[config.mk]
export PLATFORM = sky130hd
export DESIGN_NAME = cache_bus_responder_flat
export DESIGN_NICKNAME = d
export VERILOG_FILES = /design/src/rtl/cache_bus_responder_if.sv /design/src/rtl/cache_bus_responder.sv /design/src/flat_wrapper.sv
export SDC_FILE = /design/constraint.sdc
export NUM_CORES = 1
export LEC_CHECK = 0
export ABC_CLOCK_PERIOD_IN_PS = 3800
export CORE_MARGIN = 3
export CORE_UTILIZATION = 30
export CTS_CLUSTER_SIZE = 20
export DETAILED_ROUTE_END_ITERATION = 12
export GPL_ROUTABILITY_DRIVEN = 0
export SYNTH_ARGS = -nofsm -noshare
export SYNTH_HDL_FRONTEND = slang
export SYNTH_SLANG_ARGS = --single-unit
[constraint.sdc]
create_clock -name clk -period 3.8 [get_ports clk]
set_input_delay 0.38 -clock clk [delete_from_list [all_inputs] [get_ports clk]]
set_output_delay 0.38 -clock clk [all_outputs]
set_load 0.01 [all_outputs]
[src/rtl/cache_bus_responder_if.sv]
// ============================================================================
// Module      : cache_bus_responder_if
// Description : L2-cache <-> shared-bus responder signal bundle.
// Revision    : 1.0
// ============================================================================
`default_nettype none

interface cache_bus_responder_if #(
  parameter int CNT_W = 16
) ();
  logic             bus_valid;
  logic [2:0]       bus_op;
  logic [31:0]      bus_addr;
  logic             bus_ready;
  logic             snoop_valid;
  logic [1:0]       snoop_C;
  logic             done;
  logic             fill_valid;
  logic             op_err;
  logic [CNT_W-1:0] dram_rd_cntr;
  logic [CNT_W-1:0] dram_wr_cntr;

  modport master (
    output bus_valid, bus_op, bus_addr,
    input  bus_ready, snoop_valid, snoop_C, done, fill_valid, op_err,
           dram_rd_cntr, dram_wr_cntr
  );

  modport slave (
    input  bus_valid, bus_op, bus_addr,
    output bus_ready, snoop_valid, snoop_C, done, fill_valid, op_err,
           dram_rd_cntr, dram_wr_cntr
  );
endinterface

`default_nettype wire

[src/rtl/cache_bus_responder.sv]
// ============================================================================
// Module      : cache_bus_responder
// Description : Shared-bus model for the L2 cache: snoop result, modelled
//               completion latency and DRAM transaction counters.
//               Optional trace output: define CACHE_BUS_TRACE_EN.
// Revision    : 1.0
// ============================================================================
`default_nettype none

module cache_bus_responder #(
  parameter int DRAM_LAT = 4,
  parameter int XFER_LAT = 2,
  parameter int CNT_W    = 16
) (
  input  wire logic             clk,
  input  wire logic             rstb_comb,
  cache_bus_responder_if.slave  bus
);

  localparam logic [2:0]       c_OP_READ   = 3'd1;
  localparam logic [2:0]       c_OP_WRITE  = 3'd2;
  localparam logic [2:0]       c_OP_INV    = 3'd3;
  localparam logic [2:0]       c_OP_RWIM   = 3'd4;
  localparam logic [7:0]       c_DRAM_WAIT = 8'(DRAM_LAT - 1);
  localparam logic [7:0]       c_XFER_WAIT = 8'(XFER_LAT - 1);
  localparam logic [CNT_W-1:0] c_CNT_MAX   = '1;
  localparam logic [CNT_W-1:0] c_CNT_ONE   = CNT_W'(1);

  typedef enum logic [1:0] {
    ST_IDLE     = 2'd0,
    ST_SNOOP    = 2'd1,
    ST_MEM_WAIT = 2'd2,
    ST_DONE     = 2'd3
  } state_e;

  state_e           r_state;
  state_e           w_next;
  logic [7:0]       r_lat_cnt;
  logic [7:0]       w_lat_cnt_next;
  logic [2:0]       r_op;
  logic [31:0]      r_addr;
  logic [1:0]       r_snoop_c;
  logic [CNT_W-1:0] r_rd_cnt;
  logic [CNT_W-1:0] r_wr_cnt;
  logic             w_rd_inc;
  logic             w_wr_inc;
  logic             w_in_legal;
  logic             w_op_legal;
  logic             w_fill_op;
  logic [1:0]       w_snoop_c;
  logic             w_hitm;
  logic             w_addr_unused;

  assign w_in_legal = (bus.bus_op != 3'd0) && (bus.bus_op <= c_OP_RWIM);
  assign w_op_legal = (r_op != 3'd0) && (r_op <= c_OP_RWIM);
  assign w_fill_op  = (r_op == c_OP_READ) || (r_op == c_OP_RWIM);
  assign w_snoop_c  = r_addr[1] ? 2'b10 : {1'b0, r_addr[0]};
  assign w_hitm     = (w_snoop_c == 2'b01);
  // Upper address bits are kept for the optional trace only.
  assign w_addr_unused = ^r_addr[31:2];

  always_comb begin
    w_next           = r_state;
    w_lat_cnt_next   = r_lat_cnt;
    w_rd_inc         = 1'b0;
    w_wr_inc         = 1'b0;
    bus.bus_ready    = 1'b0;
    bus.snoop_valid  = 1'b0;
    bus.done         = 1'b0;
    bus.fill_valid   = 1'b0;
    bus.op_err       = 1'b0;
    bus.snoop_C      = r_snoop_c;
    bus.dram_rd_cntr = r_rd_cnt;
    bus.dram_wr_cntr = r_wr_cnt;
    case (r_state)
      ST_IDLE: begin
        bus.bus_ready = 1'b1;
        if (bus.bus_valid) begin
          w_next = w_in_legal ? ST_SNOOP : ST_DONE;
        end
      end
      ST_SNOOP: begin
        bus.snoop_valid = 1'b1;
        bus.snoop_C     = w_snoop_c;
        if (r_op == c_OP_INV) begin
          w_next = ST_DONE;
        end else begin
          w_next = ST_MEM_WAIT;
          // A modified line elsewhere is supplied cache-to-cache and flushed to DRAM.
          if (w_fill_op && w_hitm) begin
            w_lat_cnt_next = c_XFER_WAIT;
            w_wr_inc       = 1'b1;
          end else begin
            w_lat_cnt_next = c_DRAM_WAIT;
            w_rd_inc       = w_fill_op;
            w_wr_inc       = (r_op == c_OP_WRITE);
          end
        end
      end
      ST_MEM_WAIT: begin
        if (r_lat_cnt == 8'd0) begin
          w_next = ST_DONE;
        end else begin
          w_lat_cnt_next = r_lat_cnt - 8'd1;
        end
      end
      ST_DONE: begin
        bus.done       = 1'b1;
        bus.fill_valid = w_fill_op;
        bus.op_err     = ~w_op_legal;
        w_next         = ST_IDLE;
      end
      default: w_next = ST_IDLE;
    endcase
  end

  always_ff @(posedge clk or negedge rstb_comb) begin
    if (!rstb_comb) begin
      r_state   <= ST_IDLE;
      r_lat_cnt <= 8'd0;
      r_op      <= 3'd0;
      r_addr    <= 32'd0;
      r_snoop_c <= 2'b00;
      r_rd_cnt  <= '0;
      r_wr_cnt  <= '0;
    end else begin
      r_state   <= w_next;
      r_lat_cnt <= w_lat_cnt_next;
      if (r_state == ST_IDLE && bus.bus_valid) begin
        r_op   <= bus.bus_op;
        r_addr <= bus.bus_addr;
      end
      if (r_state == ST_SNOOP) begin
        r_snoop_c <= w_snoop_c;
      end
      if (w_rd_inc && r_rd_cnt != c_CNT_MAX) begin
        r_rd_cnt <= r_rd_cnt + c_CNT_ONE;
      end
      if (w_wr_inc && r_wr_cnt != c_CNT_MAX) begin
        r_wr_cnt <= r_wr_cnt + c_CNT_ONE;
      end
    end
  end

`ifdef CACHE_BUS_TRACE_EN
  function automatic string op_name(input logic [2:0] op);
    case (op)
      c_OP_READ:  return "READ";
      c_OP_WRITE: return "WRITE";
      c_OP_INV:   return "INVALIDATE";
      default:    return "RWIM";
    endcase
  endfunction

  function automatic string snoop_name(input logic [1:0] c);
    case (c)
      2'b00:   return "HIT";
      2'b01:   return "HITM";
      default: return "NOHIT";
    endcase
  endfunction

  always @(posedge clk) begin
    if (rstb_comb && r_state == ST_SNOOP) begin
      $display("BusOp: %s, Address: %08h, Snoop Result: %s",
               op_name(r_op), r_addr, snoop_name(w_snoop_c));
    end
    if (rstb_comb && r_state == ST_DONE && !w_op_legal) begin
      $display("BusOp: ILLEGAL %0d", r_op);
    end
  end
`endif

endmodule

`default_nettype wire

[src/flat_wrapper.sv]
// flat-port wrapper written by rule: the top's interface ports become plain ports
module cache_bus_responder_flat 
#(
  parameter int DRAM_LAT = 4,
  parameter int XFER_LAT = 2,
  parameter int CNT_W    = 16
)
  (clk, rstb_comb, bus_bus_valid, bus_bus_op, bus_bus_addr, bus_bus_ready, bus_snoop_valid, bus_snoop_C, bus_done, bus_fill_valid, bus_op_err, bus_dram_rd_cntr, bus_dram_wr_cntr);
  cache_bus_responder_if #(.CNT_W(CNT_W)) bus_i ();
  input  wire logic clk;
  input  wire logic rstb_comb;
  input wire logic [$bits(bus_i.bus_valid)-1:0] bus_bus_valid;
  input wire logic [$bits(bus_i.bus_op)-1:0] bus_bus_op;
  input wire logic [$bits(bus_i.bus_addr)-1:0] bus_bus_addr;
  output wire logic [$bits(bus_i.bus_ready)-1:0] bus_bus_ready;
  output wire logic [$bits(bus_i.snoop_valid)-1:0] bus_snoop_valid;
  output wire logic [$bits(bus_i.snoop_C)-1:0] bus_snoop_C;
  output wire logic [$bits(bus_i.done)-1:0] bus_done;
  output wire logic [$bits(bus_i.fill_valid)-1:0] bus_fill_valid;
  output wire logic [$bits(bus_i.op_err)-1:0] bus_op_err;
  output wire logic [$bits(bus_i.dram_rd_cntr)-1:0] bus_dram_rd_cntr;
  output wire logic [$bits(bus_i.dram_wr_cntr)-1:0] bus_dram_wr_cntr;
  assign bus_i.bus_valid = bus_bus_valid;
  assign bus_i.bus_op = bus_bus_op;
  assign bus_i.bus_addr = bus_bus_addr;
  assign bus_bus_ready = bus_i.bus_ready;
  assign bus_snoop_valid = bus_i.snoop_valid;
  assign bus_snoop_C = bus_i.snoop_C;
  assign bus_done = bus_i.done;
  assign bus_fill_valid = bus_i.fill_valid;
  assign bus_op_err = bus_i.op_err;
  assign bus_dram_rd_cntr = bus_i.dram_rd_cntr;
  assign bus_dram_wr_cntr = bus_i.dram_wr_cntr;
  cache_bus_responder #(.DRAM_LAT(DRAM_LAT), .XFER_LAT(XFER_LAT), .CNT_W(CNT_W)) u_core (.clk(clk), .rstb_comb(rstb_comb), .bus(bus_i));
endmodule
Word level (Yosys, flattened, before mapping)
Cells that the tools add are included.
W data, S select, Z words.

word-level totals
  word-level logic and storage cells = 63
  bits in registers = 49

operators by class
  reduce and logical (&&, ||, !) cells = 14
  bitwise operators = 1
  multiplexer cells = 22
  equality and inequality tests = 14
  add/subtract/negate cells = 3
  order comparisons = 2

operators by type and width
  kind                     count
  $add A16 B1 Y16 const B  2
  $ne A16 B16 Y1 const B   2
  $mux W8                  2
  $pmux W8 S2              1
  $mux W1                  12
  $mux W2                  6
  $logic_not A8 Y1         1
  $pmux W2 S4              1
  $sub A8 B1 Y8 const B    1
  $eq A3 B2 Y1 const B     2
  $le A3 B3 Y1 const B     2
  $logic_and A1 B1 Y1      6
  $ne A2 B2 Y1 const B     3
  $reduce_bool A3 Y1       2
  $eq A2 B1 Y1 const B     2
  $eq A2 B2 Y1 const B     2
  $eq A3 B1 Y1 const B     1
  $eq A3 B3 Y1 const B     1
  $reduce_and A3 Y1        1
  $logic_not A2 Y1         1
  $ne A2 B1 Y1 const B     1
  $reduce_and A2 Y1        1
  $reduce_bool A2 Y1       1
  $logic_or A1 B1 Y1       1
  $not A1 Y1               1

Depth between registers and ports, before layout
  depth after elaboration = 7
  depth in mapped cells = 8
  mapped depth without buffers = 7

Worst setup path after synthesis
Ideal clock, no wire load.

  kind = reg-to-reg
  start = reg u_core.r_state[1]
  end = reg u_core.r_rd_cnt[15], in the netlist u_core.bus.dram_rd_cntr[15]
  path buffers = 0
  stages on the path, launching flop included = 7
  path slack = 1.338 ns
  arrival = 2.338 ns
  data required time = 3.675 ns
  path through = dfrtp_1 > inv_1 > ha_1 > or4b_4 > or4_4 > nor3_1 > mux2_2

on the way
  cells in the longest elaborated chain, start to end = 3

RTL lines
  item                    RTL line                    source
  from (decl)             cache_bus_responder.sv:36   state_e r_state;
  from (signal assigned)  cache_bus_responder.sv:127  r_state <= w_next;
  $eq A2 B1 Y1            cache_bus_responder.sv:75   case (r_state)
  $mux W1                 cache_bus_responder.sv:75
  $logic_and A1 B1 Y1     cache_bus_responder.sv:136  if (w_rd_inc && r_rd_cnt != c_CNT_MAX) begin
  to (signal assigned)    cache_bus_responder.sv:137  r_rd_cnt <= r_rd_cnt + c_CNT_ONE;
  to (decl)               cache_bus_responder.sv:43   logic [CNT_W-1:0] r_rd_cnt;

No other way between the ends.
A chain may end at the register's enable or synchronous reset.

Worst setup path after layout
Ends and elaborated chain as after synthesis.

==> impl_results.md <==
* Status: finished, final reports clean
* Post-synthesis adder-cell area fraction at 4.412%
* Reg clk slew, reported paths at 90 ps
* DRC at 0
* Synth Area in Compound Gates at 6.863%
* Sequential share of the synthesized area at 48.04%
* RSZ-0062 raised after global routing: false
* Total power at 1942 uW
* Syn Nets at 292
* Initial Util at 30.91%
* Grt peak-use layer: met2
* Final Hold Viols at 0
* Hpwl dp at 3.888 mm
* Cell Count, Final, Fillers Out at 404
* Synth Area in Simple Gates at 22.84%
* Post-CTS setup buffer count at 0
* Setup TNS at 0 ps
* Gr ovfl total at 0
* Detailed Route WL at 5.204 mm
* Largest area contributor in the netlist: dfrtp_1
* Clk Latency, worst-skew pair at 290 ps
* Row Count at 33
* Max Cap Viol at 0
* Synthesis Warnings at 0
* Leakage power at 0.001390 uW
* CTS H-tree lvls at 2
* EDFF count, synth at 0
* Via count at 1981
* Final Hold Slack at 489.2 ps
* Critical Path Source Type: flop
* CP max stage delay at 550 ps
* Ports at 77
* Worst EP arrival at 2820 ps
* #FFs+latches synth at 49
* CP Cell Sequence: inv_1 > ha_1 > or4b_4 > or4_4 > nor3_1 > mux2_2
* Yosys top cell area share at 48.04%
* Peak supply drop at 353.3 uV
* Global Route met2 Usage at 18.59%
* Chip Width at 98.24 um
* Post-cts sizing count at 0
* Vias in the first global route at 1924
* Grt met3 use at 2.857%
* Global-route met1 utilization at 15.14%
* Die area at 9651 um^2
* Worst setup margin at 1166 ps
* Share of layout cells above drive strength 1 at 10.03%
* Root buffer cell: clkbuf_8
* Synthesis-to-finish area growth at 27.50%
* Final setup viols at 0
* Top post-synthesis cells by area: dfrtp_1 (48%), xor2_1 (6.2%), mux2_2 (5.3%)
* Largest family of logic cells by synthesized area: simple AND/OR/NAND/NOR gates
* Initial antenna violation count at 0
* CTS tree: built
* Worst-margin pin slew at 676.1 ps
* Number of diodes at 0
* Top FF cell, synth: dfrtp_1
* Hold Path Class: flop to flop
* Slew HR at 54.51%
* Syn avg cell area at 10.42 um^2
* DP Cell Count at 395
* CP max FO at 8
* Total track usage at 11.34%
* FMAX at 379.7 MHz
* Mapped Area at 2552 um^2
* IO Port Bufs at 46
* Post-synthesis cell count at 245
* Final Skew at 2.753 ps
* Fin crit period at 2634 ps
* Synth Area in XOR/XNOR at 10.64%
* Internal cell power at 1210 uW
* CTS Buf Count at 5
* Clock tree buffer depth at 2
* First-pass GRT wire length at 9.170 mm
* Flop pwr share at 39.5%
* Critical path type: flop to flop
* Multiplexer area fraction after synthesis at 5.294%
* Logic pwr share at 43.4%
* Switching power at 732.2 uW
* Distinct cell type count after synthesis at 43
* Clock power frac at 17.2%
* Critical path's slowest cell: or4b_4
* Initial DRC Count at 93
* Slew Limit Fails at 0
* Nets at 345
* CP required at 3990 ps
* Place WS at 1179 ps
* Pin count of the biggest net entering global routing at 33
* Placeable Area at 8258 um^2
* Via-to-Cell Ratio at 4.903
* DIE HEIGHT at 98.24 um
* WL per Instance at 12.88 um
* Ys async rst share at 100.0%
* Router iterations before antenna repair at 4
* Cts hold-fix bufs at 1
* Sw Share at 37.71%
* Crit. End Element: flop
* Detail Route Antenna Nets at 0
* Sink Count at 49
* Power density cells at 596.6 nW/um^2
* Fin crit share at 69.31%
-- path summary, 6_finish.rpt --
| check | startpoint | endpoint | slack [ps] | cells past startpoint |
|---|---|---|---|---|
| max in group asynchronous | rstb_comb | u_core.r_lat_cnt[1]$_DFFE_PN0P_ | 2520 | 3 |
| min reg2reg | u_core.bus.dram_wr_cntr[11]$_DFFE_PN0P_ | u_core.bus.dram_wr_cntr[11]$_DFFE_PN0P_ | 490 | 1 |
| min | u_core.bus.dram_wr_cntr[11]$_DFFE_PN0P_ | u_core.bus.dram_wr_cntr[11]$_DFFE_PN0P_ | 490 | 1 |
| max | u_core.r_state[1]$_DFFE_PN0P_ | u_core.bus.dram_rd_cntr[15]$_DFFE_PN0P_ | 1170 | 6 |
| min in group asynchronous | rstb_comb | u_core.bus.dram_rd_cntr[4]$_DFFE_PN0P_ | 540 | 2 |
| max reg2reg | u_core.r_state[1]$_DFFE_PN0P_ | u_core.bus.dram_rd_cntr[15]$_DFFE_PN0P_ | 1170 | 6 |
-- power groups by stage --
stage,combinational (uW),clock (uW),sequential [uW]
after floorplan,543,0,765
after global placement,838,0,774
after detailed placement,850,0,776
after CTS,851,351,766
after global routing,957,377,790
final,842,334,766
-- Yosys cell counts (all sizes together), types with 2 or more instances --
library cell  number
nor2              16
o21ai              5
o41ai              2
xnor2             13
o31ai              2
nand4              5
dfrtp             49
a21o               3
clkbuf             3
nor3b              3
and2               2
nor4              12
nand2             26
xor2              18
or4b               2
nand3             14
ha                 9
nor2b              4
mux2              12
and3               2
or4                2
a21oi              3
o211ai             2
nand2b             3
or2                2
nor3               7
inv               10
a31oi              2
-- cell type report --
type / count / area (um^2)
clock buffers: 7 / 96.34
clock inverters: 1 / 5.005
fillers: 822 / 5004
inverters: 10 / 37.54
multi-input cells: 183 / 1277
flip-flops and latches: 49 / 1226
well taps: 105 / 131.4
repair buffers: 49 / 480.5
-- layout by cell type (no fill, tap or decap), types with 2 or more instances in the layout --
| cell | Yosys | layout |
|---|---|---|
| a21o_1 | 3 | 3 |
| a21oi_1 | 3 | 3 |
| and2_1 | 2 | 2 |
| and3_1 | 2 | 2 |
| buf_4 | 0 | 2 |
| clkbuf_8 | 0 | 7 |
| clkdlybuf4s50_1 | 0 | 45 |
| dfrtp_1 | 49 | 49 |
| ha_1 | 9 | 9 |
| inv_1 | 10 | 10 |
| mux2_2 | 12 | 12 |
| nand2_1 | 26 | 26 |
| nand2b_1 | 3 | 3 |
| nand3_1 | 14 | 14 |
| nand4_1 | 5 | 5 |
| nor2_1 | 16 | 16 |
| nor2b_1 | 4 | 4 |
| nor3_1 | 7 | 7 |
| nor3b_1 | 3 | 3 |
| nor4_1 | 12 | 12 |
| o211ai_1 | 2 | 2 |
| o21ai_0 | 5 | 5 |
| o31ai_1 | 2 | 2 |
| o41ai_1 | 2 | 2 |
| or2_2 | 2 | 2 |
| xnor2_1 | 13 | 13 |
| xor2_1 | 18 | 18 |
-- critical path, delay by kind of cell (launching register included) --
| kind | cells | cell delay [ps] |
|---|---|---|
| muxes | 1 | 350 |
| DFF | 1 | 420 |
| adders and majority gates | 1 | 360 |
| buffers and inverters | 1 | 130 |
| and+or+nand+nor | 3 | 1270 |
-- sequential cells by signal, indices dropped and copies added (netlist names) --
name and flops:
u_core.bus.dram_wr_cntr 16, u_core.r_addr 2, u_core.r_lat_cnt 8, u_core.r_snoop_c 2, u_core.r_op 3, u_core.bus.dram_rd_cntr 16
u_core.r_state 2
-- metal layers --
metal	up-vias	part of all wire, %
met5	-	0
met2	35	48
met4	0	0.83
met3	6	4.3
li1	974	-
met1	966	47
-- metrics by stage --
| stage | cell area [um^2] | utilization, % |
|---|---|---|
| CTS | 3254 | 39.41 |
| detailed placement | 3143 | 38.06 |
| global route | 3254 | 39.41 |
| floorplan | 2552 | - |
| global placement | 3143 | 38.06 |
| finish | 3254 | 39.41 |
-- logic make-up (layout without fill, tap and decap cells) --
kind of cell,after synthesis,count (layout)
AOI/OAI and AO/OA,24,24
DFF,49,49
muxes,12,12
buffers and inverters,13,67
xor gates and xnor gates,31,31
adders and majority gates,9,9
and+or+nand+nor,107,107
Power figures use the tool's default switching activity.
